==> src/rtl/uart_receiver_pkg.sv <==
// uart_receiver_pkg: shared state encoding, default baud divisor and vote helper
package uart_receiver_pkg;
  localparam int CLKS_PER_BIT_DEFAULT = 61;
  typedef enum logic [2:0] {
    IDLE       = 3'd0,
    START      = 3'd1,
    DATA       = 3'd2,
    STOP       = 3'd3,
    BREAK_WAIT = 3'd4
  } state_t;
  function automatic logic maj3(input logic a, input logic b, input logic c);
    return (a & b) | (a & c) | (b & c);
  endfunction
endpackage

==> src/rtl/uart_receiver_sync_2ff.sv <==
// uart_receiver_sync_2ff: two-flop synchroniser with a parameterised reset value
module uart_receiver_sync_2ff #(
  parameter logic RST_VAL = 1'b1
) (
  input  logic clk_in,
  input  logic reset,
  input  logic d,
  output logic q
);
  logic s1_q, s2_q;
  // capture the asynchronous pin and let the first stage settle for one cycle
  always_ff @(posedge clk_in) begin
    s1_q <= reset ? RST_VAL : d;
    s2_q <= reset ? RST_VAL : s1_q;
  end
  assign q = s2_q;
endmodule

==> src/rtl/uart_receiver.sv <==
// uart_receiver: 8N1 receiver with 3-point majority vote per bit, valid and framing-error strobes
module uart_receiver
  import uart_receiver_pkg::*;
#(
  parameter int CLKS_PER_BIT = CLKS_PER_BIT_DEFAULT
) (
  input  logic       clk_in,
  input  logic       reset,
  input  logic       uart_rx,
  output logic [7:0] data,
  output logic       data_valid,
  output logic       framing_error,
  output logic       rx_running
);
  localparam int HALF = CLKS_PER_BIT / 2;
  localparam int CW = $clog2(CLKS_PER_BIT);
  localparam logic [CW-1:0] LAST = CW'(CLKS_PER_BIT - 1);
  localparam logic [CW-1:0] S0 = CW'(HALF - 1);
  localparam logic [CW-1:0] S1 = CW'(HALF);
  localparam logic [CW-1:0] S2 = CW'(HALF + 1);
  logic rx_s, vote, at_vote, at_last;
  state_t state_q, state_d;
  logic [CW-1:0] cnt_q, cnt_d;
  logic [2:0] idx_q, idx_d;
  logic [7:0] shift_q, shift_d, data_q, data_d;
  logic [1:0] smp_q, smp_d;
  logic data_valid_q, data_valid_d, framing_error_q, framing_error_d, rx_running_q;
  uart_receiver_sync_2ff #(.RST_VAL(1'b1)) u_sync (
    .clk_in(clk_in),
    .reset (reset),
    .d     (uart_rx),
    .q     (rx_s)
  );
  assign at_vote = cnt_q == S2;
  assign at_last = cnt_q == LAST;
  assign vote = maj3(smp_q[1], smp_q[0], rx_s);
  // next state: the third sample joins the two held ones, so decisions land on cnt=HALF+1
  always_comb begin
    state_d = state_q;
    cnt_d = at_last ? '0 : cnt_q + CW'(1);
    idx_d = idx_q;
    shift_d = shift_q;
    data_d = data_q;
    data_valid_d = 1'b0;
    framing_error_d = 1'b0;
    smp_d = {cnt_q == S0 ? rx_s : smp_q[1], cnt_q == S1 ? rx_s : smp_q[0]};
    case (state_q)
      IDLE: state_d = rx_s ? IDLE : START;
      START: begin
        if (at_vote && vote) state_d = IDLE;
        else if (at_last) begin
          state_d = DATA;
          idx_d = '0;
        end
      end
      DATA: begin
        shift_d = at_vote ? {vote, shift_q[7:1]} : shift_q;
        if (at_last) begin
          idx_d = idx_q + 3'd1;
          state_d = idx_q == 3'd7 ? STOP : DATA;
        end
      end
      STOP: begin
        if (at_vote) begin
          state_d = vote ? IDLE : BREAK_WAIT;
          data_valid_d = vote;
          framing_error_d = !vote;
          data_d = vote ? shift_q : data_q;
        end
      end
      BREAK_WAIT: state_d = rx_s ? IDLE : BREAK_WAIT;
      default: state_d = IDLE;
    endcase
    cnt_d = state_d != state_q ? '0 : cnt_d;
  end
  // state and output registers
  always_ff @(posedge clk_in) begin
    if (reset) begin
      state_q <= IDLE;
      cnt_q <= '0;
      idx_q <= '0;
      shift_q <= '0;
      smp_q <= '0;
      data_q <= '0;
      data_valid_q <= 1'b0;
      framing_error_q <= 1'b0;
      rx_running_q <= 1'b0;
    end else begin
      state_q <= state_d;
      cnt_q <= cnt_d;
      idx_q <= idx_d;
      shift_q <= shift_d;
      smp_q <= smp_d;
      data_q <= data_d;
      data_valid_q <= data_valid_d;
      framing_error_q <= framing_error_d;
      rx_running_q <= state_d != IDLE;
    end
  end
  assign data = data_q;
  assign data_valid = data_valid_q;
  assign framing_error = framing_error_q;
  assign rx_running = rx_running_q;
endmodule
==> config.mk <==
export PLATFORM = sky130hd
export DESIGN_NAME = uart_receiver
export DESIGN_NICKNAME = d
export VERILOG_FILES = /design/src/rtl/uart_receiver_pkg.sv /design/src/rtl/uart_receiver_sync_2ff.sv /design/src/rtl/uart_receiver.sv
export SDC_FILE = /design/constraint.sdc
export NUM_CORES = 1
export LEC_CHECK = 0
export ABC_AREA = 0
export CORE_MARGIN = 8
export CORE_UTILIZATION = 55
export CTS_CLUSTER_DIAMETER = 50
export CTS_CLUSTER_SIZE = 10
export DETAILED_ROUTE_END_ITERATION = 16
export PLACE_DENSITY = 0.85
export SETUP_SLACK_MARGIN = 0.2
export SLEW_MARGIN = 20
export SYNTH_ARGS = -nofsm -noshare
export SYNTH_HDL_FRONTEND = slang
export SYNTH_HIERARCHICAL = 1
export SYNTH_SLANG_ARGS = --single-unit
export TNS_END_PERCENT = 30
==> constraint.sdc <==
create_clock -name clk_in -period 3.7 [get_ports clk_in]
set_input_delay 1.11 -clock clk_in [delete_from_list [all_inputs] [get_ports clk_in]]
set_output_delay 1.11 -clock clk_in [all_outputs]
set_load 0.1 [all_outputs]
==> out/metrics.csv <==
stage;metric;value;unit
placed_design;Placed Cells;196;
run;max-cap viol count;0;
routing;routed length per placed instance;14.73;um
floorplanning;Std-Cell Rows;19;
cells_and_area;Final #Nets;181;
synth;simple-gate area share of the yosys netlist;0.2162;
setup_path;WP data required;3.93;ns
synth;syn nets;167;
power_and_ir_drop;VDD IR max;0.3351;mV
setup_path;arrival time at the worst endpoint;2.52;ns
timing;Final period util;0.6173;
placed_design;port bufs;13;
floorplanning;Die ar.;4720;um^2
cells_and_area;layout cells sized above 1;0.1445;
floorplanning;io pins;14;
clock_tree;post-cts repair resize count;0;
routing;router iterations before antenna repair;4;
hold_path;Hold Path Sink;u_sync/q;
setup_path;Largest stage delay, worst path;0.71;ns
synth;proportion of synthesized area in mux cells;0.1048;
floorplanning;DIE HEIGHT;68.71;um
global_routing;vias in the first global route;1218;
routing;Post-Route WL;3.004;mm
routing;post-route ant nets;0;
clock_tree;Sink Count;35;
timing;highest achievable clock rate;437.9;MHz
setup_path;worst reg2reg path depth;5;
hold_path;Min-Delay Path Depth;1;
routing;vias per std cell;5.824;
timing;Final setup viols;0;
clock_tree;clock buffer depth;2;
clock_tree;H-tree depth;2;
clock_tree;Num CTS Buffers;5;
synth;syn_area_per_cell;9.669;um^2
timing;Slew HR;0.5834;
timing;RSZ-0062 raised after global routing;false;
setup_path;Crit Path Category;input port to flop;
setup_path;CP Cell Sequence;clkdlybuf4s50_1, buf_4, nor3_1, a221o_1;
synth;main combinational cell family by area after synthesis;simple AND/OR/NAND/NOR gates;
timing;worst slew pin tran;0.6230;ns
timing;Clock Skew;0.01013;ns
timing;minimum clock period;2.284;ns
status;status;complete, no violations;
global_routing;GRT Util Overall;0.1439;
setup_path;worst r2r src;cnt_q[1];
timing;final setup TNS;0;ns
clock_tree;setup repair bufs after CTS;0;
timing;Final Hold Vio Count;0;
setup_path;Slowest-stage cell, CP;clkdlybuf4s50_1;
setup_path;CP Launch Type;input port;
cells_and_area;non-filler cells, final;204;
floorplanning;Initial Util;0.5687;
global_routing;antenna violations before repair;0;
global_routing;first-pass GRT wire length;5.202;mm
routing;residual DRC count;0;
synth;compound-cell area share of the yosys netlist;0.1040;
synth;xor/xnor share of the synthesized area;0.02293;
clock_tree;Worst-Skew Late Latency;0.34;ns
routing;DRT iter0 DRCs;60;
placed_design;post-DP HPWL;2.240;mm
power_and_ir_drop;Pleak;0.7981;nW
setup_path;Worst Setup End Kind;flop;
synth;Yosys cell types;39;
timing;Final Max Tran Viols;0;
synth;Yosys reg bits;35;
hold_path;Hold Startpoint;u_sync/s1_q;
clock_tree;clk slew on worst S/H paths;0.10;ns
synth;register area share after synthesis;0.4586;
synth;Post-Synth Adder-Cell Area;0.05651;
global_routing;largest net degree at the start of global routing;18;
clock_tree;CTS tree;yes;
routing;DR vias;1188;
synth;Post-Syn Area;1528;um^2
setup_path;crit-path max FO;17;
hold_path;worst hold path type;flop to flop;
setup_path;end of the worst register-to-register path;data[4];
global_routing;GRT overflow;0;
setup_path;setup slack, reg-to-reg;1.73;ns
power_and_ir_drop;PD cells;387.3;nW/um^2
cells_and_area;P&R area growth vs syn;10.81;%
floorplanning;floorplan core area;2686;um^2
placed_design;Placer Congestion;0.8657;
clock_tree;CTS Hold Bufs;0;
floorplanning;die width;68.71;um
clock_tree;clk root buf;clkbuf_4;
synth;Mapped Cells;158;
cells_and_area;Antenna Cells;0;
synth;Ys Warns;6;
## worst max path at each step
stage                        from         end  slack [ns]  depth (start not counted)
after floorplan           data[0]     data[0]        1.67                          0
after global placement      reset  rx_running        1.11                          4
after detailed placement    reset  rx_running        1.06                          4
after CTS                   reset  rx_running        1.44                          4
after global routing        reset  rx_running        1.33                          4
final                       reset  rx_running        1.42                          4
## layer usage
metal	routed length [um]	vias up	track usage	part of all wire
met1	1274	569	0.1536	0.42
met2	1546	21	0.2555	0.51
met3	109	8	0.04039	0.036
met4	74	0	0.07018	0.025
li1	-	590	-	-
met5	0	-	0	0
## where the power goes
group / total (W) / switching, W / internal, W
combinational: 0.0000641 / 0.0000405 / 0.0000236
sequential: 0.000396 / 0.0000105 / 0.000385
clock: 0.000196 / 0.000123 / 0.0000733
total: 0.000656 / 0.000174 / 0.000482
## metrics by stage
stage | hold WS [ns] | power, W | util | setup WS [ns] | cell area [um^2]
2_1_floorplan | 0.3832 | 0.0004508 | - | 1.666 | 1528
3_3_place_gp | 0.3969 | 0.0004662 | 0.6102 | 1.107 | 1639
3_5_place_dp | 0.4012 | 0.0004679 | 0.6102 | 1.064 | 1639
4_1_cts | 0.4326 | 0.0006648 | 0.6302 | 1.437 | 1693
5_1_grt | 0.4768 | 0.0006849 | 0.6302 | 1.328 | 1693
6_report | 0.4280 | 0.0006557 | 0.6302 | 1.416 | 1693
## Yosys cell counts, drive strengths merged
master,count,area (um^2)
nor2b,3,18.77
nand3,8,40.04
buf,4,26.27
clkbuf,3,11.26
inv,5,18.77
a41o,1,10.01
and3,1,6.260
and4b,1,10.01
xnor2,2,17.52
a221o,1,10.01
a31o,1,8.760
and4bb,1,12.51
maj3,1,11.26
dfxtp,35,700.7
nand4b,1,8.760
and2,3,18.77
or2,2,12.51
nand2b,1,6.260
a311oi,1,15.01
o21a,1,7.510
a21boi,1,7.510
a32o,3,30.03
or4,1,7.510
xor2,2,17.52
nor4,1,6.260
o2111ai,1,8.760
o31a,1,8.760
nand4,5,37.53
ha,6,75.07
o21bai,1,7.510
a21oi,4,20.02
nor3,5,25.02
a31oi,3,25.02
mux2i,16,160.2
nand2,8,30.03
nor2,24,90.09
## cell type report
| class | instances | area [um^2] |
|---|---|---|
| Clock buffer | 6 | 41.29 |
| Clock inverter | 2 | 12.51 |
| Fill cell | 207 | 993.5 |
| Inverter | 5 | 18.77 |
| Multi-Input combinational cell | 111 | 770.7 |
| Sequential cell | 35 | 700.7 |
| Tap cell | 31 | 38.79 |
| Timing Repair Buffer | 14 | 110.1 |
## critical path: cells and delay by family
| kind | cells | cell delay (ns) |
|---|---|---|
| buffers and inverters | 2 | 1.00 |
| AOI/OAI and AO/OA | 1 | 0.32 |
| and+or+nand+nor | 1 | 0.09 |
## state kept, by name, summed over array words and instances (netlist names)
register / cells
framing_error: 1
data_valid: 1
smp_q: 2
idx_q: 3
u_sync/q: 1
state_q: 3
rx_running: 1
data: 8
u_sync/s1_q: 1
cnt_q: 6
shift_q: 8
## logic make-up (layout without fill, tap and decap cells)
logic type / count (synthesis) / in the layout
flip-flops: 35 / 35
AND/OR/NAND/NOR: 65 / 65
multiplexers: 16 / 16
buffers and inverters: 12 / 27
adder cells (fa/ha/maj): 7 / 7
AO/OA/AOI/OAI: 19 / 19
XOR/XNOR: 4 / 4
## cell usage in the layout (no fill, tap or decap), types with 4 or more instances in the layout
| cell | instances |
|---|---|
| dfxtp_1 | 35 |
| nor2_1 | 24 |
| mux2i_1 | 16 |
| buf_4 | 12 |
| nand2_1 | 8 |
| nand3_1 | 8 |
| ha_1 | 6 |
| inv_1 | 5 |
| nor3_1 | 5 |
| clkbuf_4 | 5 |
| nand4_1 | 4 |
| a21oi_1 | 4 |
(Power assumes the default switching activity.)
